### src/rtl/f_pc_unit_pkg.sv
// Shared definitions for the fetch-side PC generator: next-PC selector codes,
// branch compare codes, default vectors and the branch-target helper.
package f_pc_unit_pkg;

    typedef enum logic [2:0] {
        NPC_PC4     = 3'd0,
        NPC_B       = 3'd1,
        NPC_J_JAL   = 3'd2,
        NPC_JR_JALR = 3'd3
    } npc_op_e;

    typedef enum logic [2:0] {
        CMP_BEQ  = 3'd0,
        CMP_BNE  = 3'd1,
        CMP_BLEZ = 3'd2,
        CMP_BGTZ = 3'd3,
        CMP_BLTZ = 3'd4,
        CMP_BGEZ = 3'd5
    } cmp_op_e;

    localparam logic [31:0] DEF_RESET_PC   = 32'h0000_3000;
    localparam logic [31:0] DEF_EXC_VECTOR = 32'h0000_4180;
    localparam logic [31:0] DEF_IMEM_LO    = 32'h0000_3000;
    localparam logic [31:0] DEF_IMEM_HI    = 32'h0000_6FFC;

    // Branch target relative to the branch's own delay slot (D_PC+4).
    function automatic logic [31:0] branch_target(input logic [31:0] d_pc,
                                                  input logic [15:0] offset);
        return d_pc + 32'd4 + {{14{offset[15]}}, offset, 2'b00};
    endfunction

endpackage

### src/rtl/f_pc_unit_d_cmp.sv
// Branch condition evaluator: signed/equality compare of the forwarded
// register values selected by the compare opcode. Purely combinational.
module d_cmp
    import f_pc_unit_pkg::*;
(
    input  logic [31:0] rs,
    input  logic [31:0] rt,
    input  logic [2:0]  CmpOp,
    output logic        cond
);

    // Evaluate the selected compare; unknown opcodes never branch.
    always_comb begin
        cond = 1'b0;
        case (CmpOp)
            CMP_BEQ:  cond = (rs == rt);
            CMP_BNE:  cond = (rs != rt);
            CMP_BLEZ: cond = ($signed(rs) <= 32'sd0);
            CMP_BGTZ: cond = ($signed(rs) >  32'sd0);
            CMP_BLTZ: cond = rs[31];
            CMP_BGEZ: cond = ~rs[31];
            default:  cond = 1'b0;
        endcase
    end

endmodule

### src/rtl/f_pc_unit.sv
// Fetch-side PC generator: F-stage PC register plus next-PC selection
// (exception, eret, branch, jump, register jump, sequential).
// Optional feature macro: PC_ADDR_CHECK_EN enables the fetch address-error flag.
module f_pc_unit
    import f_pc_unit_pkg::*;
#(
    parameter logic [31:0] RESET_PC   = DEF_RESET_PC,
    parameter logic [31:0] EXC_VECTOR = DEF_EXC_VECTOR,
    parameter bit          ERET_ADD4  = 1'b1,
    parameter logic [31:0] IMEM_LO    = DEF_IMEM_LO,
    parameter logic [31:0] IMEM_HI    = DEF_IMEM_HI
) (
    input  logic        clk,
    input  logic        reset,
    input  logic        stall,
    input  logic        Req,
    input  logic        eret,
    input  logic [31:0] EPC,
    input  logic [2:0]  NPCOp,
    input  logic [2:0]  CmpOp,
    input  logic [31:0] D_PC,
    input  logic [25:0] imm26,
    input  logic [15:0] imm16,
    input  logic [31:0] rs,
    input  logic [31:0] rt,
    output logic [31:0] F_PC,
    output logic [31:0] NPC,
    output logic        b_jump,
    output logic [31:0] D_LinkAddr,
    output logic        F_DelaySlot,
    output logic        F_ExcAdEL
);

    logic        cmp_true;
    logic [31:0] pc_plus4;
    logic [31:0] eret_target;

    d_cmp u_cmp (
        .rs    (rs),
        .rt    (rt),
        .CmpOp (CmpOp),
        .cond  (cmp_true)
    );

    assign b_jump      = cmp_true & (NPCOp == NPC_B);
    assign pc_plus4    = F_PC + 32'd4;
    assign eret_target = ERET_ADD4 ? (EPC + 32'd4) : EPC;
    assign D_LinkAddr  = D_PC + 32'd8;
    assign F_DelaySlot = (NPCOp != NPC_PC4) & ~Req & ~eret;

    // Next-PC priority: exception request, then eret, then the decoder's selector.
    always_comb begin
        NPC = pc_plus4;
        if (Req) begin
            NPC = EXC_VECTOR;
        end else if (eret) begin
            NPC = eret_target;
        end else begin
            case (NPCOp)
                NPC_B:       NPC = b_jump ? branch_target(D_PC, imm16) : pc_plus4;
                NPC_J_JAL:   NPC = {D_PC[31:28], imm26, 2'b00};
                NPC_JR_JALR: NPC = rs;
                default:     NPC = pc_plus4;
            endcase
        end
    end

    // PC register: redirects from Req/eret go through even when the pipe is stalled.
    always_ff @(posedge clk or negedge reset) begin
        if (!reset) begin
            F_PC <= RESET_PC;
        end else if (Req | eret | ~stall) begin
            F_PC <= NPC;
        end
    end

`ifdef PC_ADDR_CHECK_EN
    assign F_ExcAdEL = reset & ((F_PC[1:0] != 2'b00) | (F_PC < IMEM_LO) | (F_PC > IMEM_HI));
`else
    logic unused_imem_bounds;
    assign unused_imem_bounds = ^{IMEM_LO, IMEM_HI};
    assign F_ExcAdEL = 1'b0;
`endif

endmodule

### config.mk
export PLATFORM = sky130hd
export DESIGN_NAME = f_pc_unit
export DESIGN_NICKNAME = d
export VERILOG_FILES = /design/src/rtl/f_pc_unit_pkg.sv /design/src/rtl/f_pc_unit_d_cmp.sv /design/src/rtl/f_pc_unit.sv
export SDC_FILE = /design/constraint.sdc
export NUM_CORES = 1
export LEC_CHECK = 0
export BUFFER_PORTS_ARGS = -buffer_cell sky130_fd_sc_hd__buf_2
export CAP_MARGIN = 0
export CORE_MARGIN = 8
export CORE_UTILIZATION = 50
export DETAILED_ROUTE_END_ITERATION = 10
export GPL_TIMING_DRIVEN = 0
export PLACE_DENSITY = 0.89
export SYNTH_ARGS = -nofsm -noshare
export SYNTH_HDL_FRONTEND = slang
export SYNTH_SLANG_ARGS = --single-unit
### constraint.sdc
create_clock -name clk -period 5.65 [get_ports clk]
set_input_delay 1.4125 -clock clk [delete_from_list [all_inputs] [get_ports clk]]
set_output_delay 1.4125 -clock clk [all_outputs]
set_load 0.02 [all_outputs]
# Word level (Yosys, flattened, before mapping)
# Index checks and enable logic that the tools add are counted.
word_totals:
  register_bits: 32
  ram_bits: 0
  romBits: 0
  n_memories: 0
  latchBits: 0
classes:
  muxes: 5
  div: 0
  shifts: 0
  bitwise: 9
  multipliers: 0
  magnitude_cmp: 2
  eq_ne: 10
  reduce_logical: 2
  add_sub_neg: 5
ops:
  columns: ["op", "count"]
  rows:
  - ["adder 32 x 3 -> 32 bit, second input constant", 3]
  - ["two-way mux 32 bit", 3]
  - ["case mux 32 bit (3 select lines)", 1]
  - ["adder 32 bit", 1]
  - ["adder 32 x 4 -> 32 bit, second input constant", 1]
  - ["equality test 32 bit", 1]
  - ["> comparator 32 x 1 -> 1 bit, second input constant", 1]
  - ["<= comparator 32 x 1 -> 1 bit, second input constant", 1]
  - ["inequality test 32 bit", 1]
  - ["equality test 3 x 2 -> 1 bit, second input constant", 4]
  - ["equality test 3 x 1 -> 1 bit, second input constant", 2]
  - ["equality test 3 bit, second input constant", 2]
  - ["case mux 1 bit (6 select lines)", 1]
  - ["inverter 1 bit", 4]
  - ["AND 1 bit", 3]
  - ["zero test 3 bit", 1]
  - ["nonzero test 3 bit", 1]
  - ["OR 1 bit", 2]

# Longest topological paths before layout
# Gate-level depths: netlist (run 1).
logic_depth:
  ltp_word: 7
  mapped_depth: 15

# Modules after synthesis
# Synthesis (run 1) repeated with hierarchy kept, for this count alone.
unflattened:
  cells_unflattened: 939
  area_unflattened_um2: 7088.0
modules_own_cells:
  columns: ["mod", "instances", "area_each_um2", "cells_per_inst", "seq_area_each_um2"]
  rows:
  - ["f_pc_unit", 1, 6557.5, 872, 803.3]
  - ["d_cmp", 1, 530.5, 67, 0.0]

# Worst setup path after synthesis (run 1)
# Ideal clock, no wire load.
synth_path:
  path_kind: "input to output"
  startpoint: "input D_PC[3]"
  endpoint: "output NPC[27]"
  t_required_ns: 4.238
  path_stages: 13
  setup_slack_ns: 0.087
  arrival_ns: 4.150
  path_cell_list: "ha_1 -> ha_1 -> inv_1 -> fa_1 -> nor2b_1 -> o2111ai_1 -> a31oi_1 -> o21ai_2 -> a21boi_1 -> or4b_1 -> a41oi_1 -> o2bb2ai_1 -> o21ai_0"
synth_via:
  elab_chain_cells: 6
synth_rtl:
  columns: ["item", "line", "rtl"]
  rows:
  - ["from (decl)", "f_pc_unit.sv:21", "input logic [31:0] D_PC,"]
  - ["adder 32 x 3 -> 32 bit", "f_pc_unit_pkg.sv:29", "return d_pc + 32'd4 + {{14{offset[15]}}, offset, 2'b00};"]
  - ["adder 32 bit", "f_pc_unit_pkg.sv:29", null]
  - ["two-way mux 32 bit", "f_pc_unit.sv:60", "NPC_B: NPC = b_jump ? branch_target(D_PC, imm16) : pc_plus4;"]
  - ["case mux 32 bit (3 select lines)", "f_pc_unit.sv:59", "case (NPCOp)"]
  - ["two-way mux 32 bit", "f_pc_unit.sv:56", "end else if (eret) begin"]
  - ["two-way mux 32 bit", "f_pc_unit.sv:54", "if (Req) begin"]
  - ["to (decl)", "f_pc_unit.sv:27", "output logic [31:0] NPC,"]
# No other way between the ends.

# Worst setup path in the final report (run 1)
layout_path:
  startpoint: "input D_PC[20]"
  endpoint: "output NPC[29]"
# The elaborated chain is that of the path after synthesis.

==> summary.md, run 1 <==
| Metric | Value |
|---|---|
| Sw Share | 46.21% |
| Final net count | 1467 |
| CTS Sinks | 32 |
| Hold Vio Cnt, Final | 0 |
| P_sw | 0.7199 mW |
| Worst hold path class | reg -> reg |
| Worst path required time | between 4 and 5 ns |
| Vias | 8920 |
| Area contributors post-synth | dfrtp_1 (11%), ha_1 (11%), xor2_1 (9.4%) |
| CTS tree | yes |
| Ports | 280 |
| Share of layout cells above drive strength 1 | 36.70% |
| Cell Area, Synth | 0.006925 mm2 |
| Syn_area_per_cell | 7.471 um2 |
| CP endpoint kind | primary output |
| Number of flip-flops in the largest register | 32 |
| Routed len/inst | 23.13 um |
| Yosys Warn Count | 0 |
| Sequential Power Share | 18.6% |
| Worst Setup Path Type | in -> out |
| DP HPWL | between 20000 and 30000 um |
| Worst VDD drop | 0.0001336 V |
| Normalized max-slew margin | 47.50% |
| Total Wirelength | 32510 um |
| Max Buffers Root-to-Sink | 2 |
| Die area | 0.01787 mm2 |
| # setup viols final | 0 |
| Max Transition Viols Final | 0 |
| Crit-path max FO | 7 |
| Core ar. | 0.01372 mm2 |
| Setup ws final | 0.02111 ns |
| Register Area | roughly 800 um2 |
| First-pass GRT wire length | 47290 um |
| Commonest non-fill, non-tap cell in the layout | buf_2 |
| DR iter-0 viols | 1085 |
| Final instance area | 0.009554 mm2 |
| Clock root cell | clkbuf_16 |
| P&R area growth vs syn | 37.96% |
| Worst-path clk slew | around 0.060 ns |
| Routed Antenna Nets | 0 |
| Vias in the first global route | 8790 |
| Initial Utilization | 50.48% |
| Clock share of power | 19.2% |
| CTS buffer count | 5 |
| Largest register by flop count | F_PC |
| Synthesized net count | 1169 |
| Power Total | around 1.6 mW |
| Count of different cell masters after synthesis | 79 |
| Die W | 133.7 um |
| Footprint of the multi-input gates | 0.006487 mm2 |
| Core Rows | 43 |
| Fin crit period | around 5.6 ns |
| Port bufs | 277 |
| Biggest regs | F_PC: 32 flops |
| Flop2flop setup slack | roughly 3.0 ns |
| Pre-CTS WS | -0.4155 ns |
| Fmax | 177.7 MHz |
| Htree depth | 2 |
| Worst hold margin | around 0.55 ns |
| Status | complete, no violations |
| Dpl cell area | approximately 0.0085 mm2 |
| Final std cells w/o fill | around 1400 |
| Crit share post-route | 99.63% |
| Die height | 133.7 um |
| Most used DFF post-synth | dfrtp_1 |
| Leakage Power | 4.158 nW |
| EDFF count, synth | 0 |
| Aggregate global routing overflow | 0 |
| Drt drc | 0 |
| Post-Place Cells | 1384 |
| Initial antenna violation count | 0 |
| PD cells | 163.1 mW/mm2 |
| Fillers | 1149 |
| Internal power | 0.8380 mW |
| Critical Path Start Type | input pin |
| Setup TNS | 0 ns |
| Largest net degree at the start of global routing | 33 |
| Commonest non-fill, non-tap cells in the layout | buf_2 (261), nand2_1 (84), xor2_1 (73), nor2_1 (66), xnor2_1 (58) |
| Via-to-Cell Ratio | ~6.3 |
| Global placer's final weighted congestion | 1.008 |
| Critical path data arrival time | around 4.2 ns |
| CTS Hold Bufs | 0 |
| Antenna diodes | 0 |
| Synth Instances | 927 |
| RSZ-0062 raised after global routing | true |
| Post-synth top area cell | dfrtp_1 |
| Tot GR Track Use | 32.97% |
| Post-synth top area share | between 10% and 20% |
| Synth async-reset ratio | between 90% and 100% |
| Max-cap violation count | 0 |
| Least-Margin Pin Slew | a little under 0.8 ns |
| TritonRoute pass-1 iters | 8 |
| Final Skew | 0.008970 ns |
| Sequential fraction of the synthesis area | 11.60% |
| Synth Register Bits | 32 |
| Util after Layout | 69.64% |
| Combinational share of power | 62.2% |
| Clk_lat worst skew | a little under 0.3 ns |
-- power by group through the flow --
stage	logic, mW	registers, mW	clock network, mW
2_1_floorplan	0.472	0.307	0
3_3_place_gp	0.786	0.289	0
3_5_place_dp	0.797	0.290	0
5_1_grt	1.02	0.292	0.303
4_1_cts	0.852	0.286	0.294
6_report	0.969	0.290	0.300
-- path summary, 6_finish.rpt --
check | startpoint | endpoint | cells past startpoint
min in group asynchronous | reset | F_PC[28] | 1
worst min register to register | F_PC[0] | F_PC[0] | 1
max in group asynchronous | reset | F_PC[17] | 1
worst max-delay path | D_PC[20] | NPC[29] | 14
worst max register to register | F_PC[4] | F_PC[17] | 8
worst min-delay path | F_PC[0] | F_PC[0] | 1
-- cell families (layout without fill, tap and decap cells) --
group	after synthesis	count (layout)	synth area share (%)
and+or+nand+nor	351	351	25.58
buffers and inverters	67	366	4.264
DFF	32	32	11.60
muxes	39	39	6.215
xor gates and xnor gates	135	135	17.07
adders and majority gates	61	61	11.13
other	1	1	0.05415
AOI/OAI and AO/OA	241	241	24.08
-- synth_stat cells (9+ instances only) --
master,number
and2_1,9
dfrtp_1,30
clkbuf_1,35
a31oi_1,15
nand2b_1,16
o21ai_1,15
xor2_1,74
nor3_1,23
nand2_1,86
nor4_1,16
ha_1,60
nand3_1,56
nor2b_1,10
and3_1,18
xnor2_1,61
mux2_2,32
inv_1,18
nand4_1,23
nor2_1,66
a21o_1,14
a21oi_1,54
a221oi_1,13
o21ai_0,37
-- layer usage --
| layer | vias to the layer above | global-route usage, % | share of wire [%] |
|---|---|---|---|
| met5 | - | 0 | 0 |
| met4 | 0 | 14.41 | 5.3 |
| met3 | 140 | 7.455 | 11 |
| met2 | 624 | 57.02 | 48 |
| met1 | 4113 | 38.07 | 36 |
| li1 | 4043 | - | - |
-- critical path: stages --
cell and delay (ns):
buf_2 0.13, ha_1 0.31, ha_1 0.28, buf_4 0.15, nand2_1 0.11, o21ai_0 0.29
a21oi_2 0.08, or2_4 0.29, a21boi_2 0.20, o2111ai_2 0.14, a211o_1 0.29, o211ai_1 0.20
o21bai_1 0.15, buf_4 0.17
-- repair_timing --
| action | CTS | global route |
|---|---|---|
| pin swaps | 17 | 42 |
| buffers inserted | 6 | 13 |
| setup endpoints to repair | 14 | 16 |
| cloned | 0 | 0 |
| gates resized for setup | 45 | 86 |
-- final cells by class --
| class | count | share of cell area [%] |
|---|---|---|
| buffer | 43 | 2.187 |
| clock buffer | 8 | 1.637 |
| inverter | 19 | 0.7465 |
| multi-input combinational | 828 | 67.90 |
| sequential | 32 | 8.408 |
| tap | 180 | 2.357 |
| timing repair buffer | 296 | 16.76 |
(Power assumes the default switching activity.)
==> inputs of run 2 (changes only) <==
Settings changed: CELL_PAD_IN_SITES_DETAIL_PLACEMENT set to 2, CELL_PAD_IN_SITES_GLOBAL_PLACEMENT set to 2, CORE_UTILIZATION 50 to 27, PLACE_DENSITY 0.89 to 0.9.
==> run 2 against run 1 <==
The flow now finishes with violations (negative setup slack). First-iteration DRC count decreased by 33%. Via count grew 3.6%. Core utilization fell by 30 points. Register-to-register slack worse by 0.32 ns. Flip-flop and latch count did not move. Design area up 4.9%. Count of clock-buffer cells in the layout shrank 2. Worst hold slack improved by 0.0012 ns. Sequential power barely moved. Global-route usage shrank 8.1 points. Critical path type unchanged.
==> summary.md, run 2 (synthesis gave the netlist of run 1 again) <==
| Metric | Value |
|---|---|
| Max Transition Viols Final | 0 (unchanged) |
| Status | complete, but fails checks |
| Setup ws final | -0.06599 ns (-0.08710 ns) |
| Worst-path clk slew | 0.06 ns (about the same) |
| Port bufs | 277 (unchanged) |
| # setup viols final | 7 (+7) |
| Violated checks | negative setup slack |
| Drt drc | 0 (unchanged) |
| Pre-CTS WS | -0.5308 ns (-0.1154 ns) |
| TritonRoute pass-1 iters | 7 (-1) |
| Vias in the first global route | 10040 (+14%) |
| Die area | 0.03103 mm2 (+74%) |
| CTS tree | yes |
| Final net count | 1480 (+0.89%) |
| Fmax | 174.9 MHz (-1.5%) |
| Hold Vio Cnt, Final | 0 (unchanged) |
| Crit share post-route | 101.2% (+1.5 points) |
| Initial Utilization | 27.50% (-23 points) |
| Die height | 176.2 um (+32%) |
| P&R area growth vs syn | 44.75% |
| Post-Place Cells | 1534 (+11%) |
| Core ar. | 0.02518 mm2 (+84%) |
| CTS Sinks | 32 (unchanged) |
| Footprint of the multi-input gates | 0.006633 mm2 (+2.2%) |
| Fin crit period | 5.716 ns (+0.08710 ns) |
| Worst VDD drop | 0.0001030 V (-23%) |
| Clk_lat worst skew | 0.29 ns (about the same) |
| Power Total | 1.667 mW (+7.0%) |
| Fillers | 2878 (+150%) |
| Via-to-Cell Ratio | 5.888 (-7.2%) |
| Worst hold path class | reg -> reg |
| Biggest regs | F_PC: 32 flops |
| DR iter-0 viols | 723 (-33%) |
| CTS buffer count | 5 (unchanged) |
| First-pass GRT wire length | 60150 um (+27%) |
| Share of layout cells above drive strength 1 | 39.71% (+3.0 points) |
| Ports | 280 (unchanged) |
| Die W | 176.2 um (+32%) |
| Total Wirelength | 43530 um (+34%) |
| Largest net degree at the start of global routing | 33 (unchanged) |
| Aggregate global routing overflow | 0 (unchanged) |
| Normalized max-slew margin | 43.62% (-3.9 points) |
| Routed len/inst | 27.73 um (+20%) |
| CP endpoint kind | primary output |
| Clock root cell | clkbuf_16 |
| Max Buffers Root-to-Sink | 2 (unchanged) |
| Leakage Power | 4.260 nW (+2.4%) |
| Commonest non-fill, non-tap cell in the layout | buf_2 |
| Max-cap violation count | 0 (unchanged) |
| Htree depth | 2 (unchanged) |
| Crit-path max FO | 2 (-5) |
| Commonest non-fill, non-tap cells in the layout | buf_2 (260), nand2_1 (82), xor2_1 (73), nor2_1 (64), xnor2_1 (58) |
| Critical path data arrival time | 4.30 ns (+0.08 ns) |
| Number of flip-flops in the largest register | 32 (unchanged) |
| Register Area | 803.3 um2 (unchanged) |
| Least-Margin Pin Slew | 0.8457 ns (+0.05829 ns) |
| DP HPWL | 33260 um (+30%) |
| Largest register by flop count | F_PC |
| Initial antenna violation count | 3 (+3) |
| Critical Path Start Type | input pin |
| Final std cells w/o fill | 1570 (+12%) |
| RSZ-0062 raised after global routing | true |
| PD cells | 166.3 mW/mm2 (+2.0%) |
| Vias | 9244 (+3.6%) |
| Worst Setup Path Type | in -> out |
| Routed Antenna Nets | 0 (unchanged) |
| Global placer's final weighted congestion | 0.9554 (-5.2%) |
| Tot GR Track Use | 24.90% (-8.1 points) |
| Worst path required time | 4.24 ns (about the same) |
| Final Skew | 0.006006 ns (-0.002964 ns) |
| Core Rows | 58 (+35%) |
[run 2: changes by cell type in the layout (fill, tap and decap cells not counted), sizes merged]
cell and change:
diode +1, clkbuf -4, clkinv +2, buf +15
[run 2: per-layer routing]
layer | vias up | track usage (%) | share of wire [%]
met1 | 4630 | 27.57 | 37
met4 | 4 | 9.007 | 3.6
li1 | 4061 | - | -
met2 | 451 | 44.98 | 51
met3 | 98 | 6.580 | 8.2
met5 | - | 0 | 0.053
[run 2: path summary, 6_finish.rpt]
kind                          from  slack [ns]        to  cells after the start
max                        D_PC[3]       -0.07   NPC[19]                     16
min                        F_PC[0]        0.55   F_PC[0]                      1
max reg2reg                F_PC[4]        2.66  F_PC[10]                      8
min reg2reg                F_PC[0]        0.55   F_PC[0]                      1
max in group asynchronous    reset        3.89  F_PC[11]                      1
min in group asynchronous    reset        1.21  F_PC[26]                      1
[run 2: per-stage QoR]
| step | hold WS (ns) | TNS [ns] | util [%] | instance area (um2) |
|---|---|---|---|---|
| final | 0.5550 | -0.1567 | 39.81 | 10020 |
| after global routing | 0.5615 | -0.7561 | 39.81 | 10020 |
| after CTS | 0.5579 | -0.04843 | 37.27 | 9384 |
| after detailed placement | 0.5449 | -4.504 | 34.65 | 8725 |
| after global placement | 0.5261 | -3.443 | 34.65 | 8725 |
| after floorplan | 0.6445 | 0 | - | 6925 |
[run 2: layout make-up]
cell class,count,area share (%)
plain buffers,42,2.097
repair buffers,310,17.39
diodes,1,0.02496
clock inverters,2,0.09985
multi-input cells,828,66.16
clock buffers,6,1.385
well taps,330,4.119
inverters,19,0.7114
flip-flops and latches,32,8.013
[run 2: timing repair]
action,in CTS,in global routing
buffers inserted,15,20
setup endpoints to repair,15,20
pin swaps,25,55
resized for setup,80,99
hold buffers,0,0
[run 2: power breakdown]
group          switching (mW)  leakage (nW)  internal, mW
Combinational           0.650          3.78         0.430
Sequential             0.0392         0.402         0.251
Clock                   0.121        0.0766         0.174
[run 2: worst max-delay path: stages]
cell and delay [ns]:
buf_8 0.10, ha_4 0.27, ha_4 0.13, inv_2 0.04
fa_2 0.38, nor2b_4 0.18, o2111ai_4 0.17, buf_6 0.17
a211oi_4 0.28, o41ai_2 0.10, o211ai_1 0.11, xor2_1 0.33
a221oi_1 0.13, o21ai_1 0.19, and2_4 0.20, buf_6 0.11
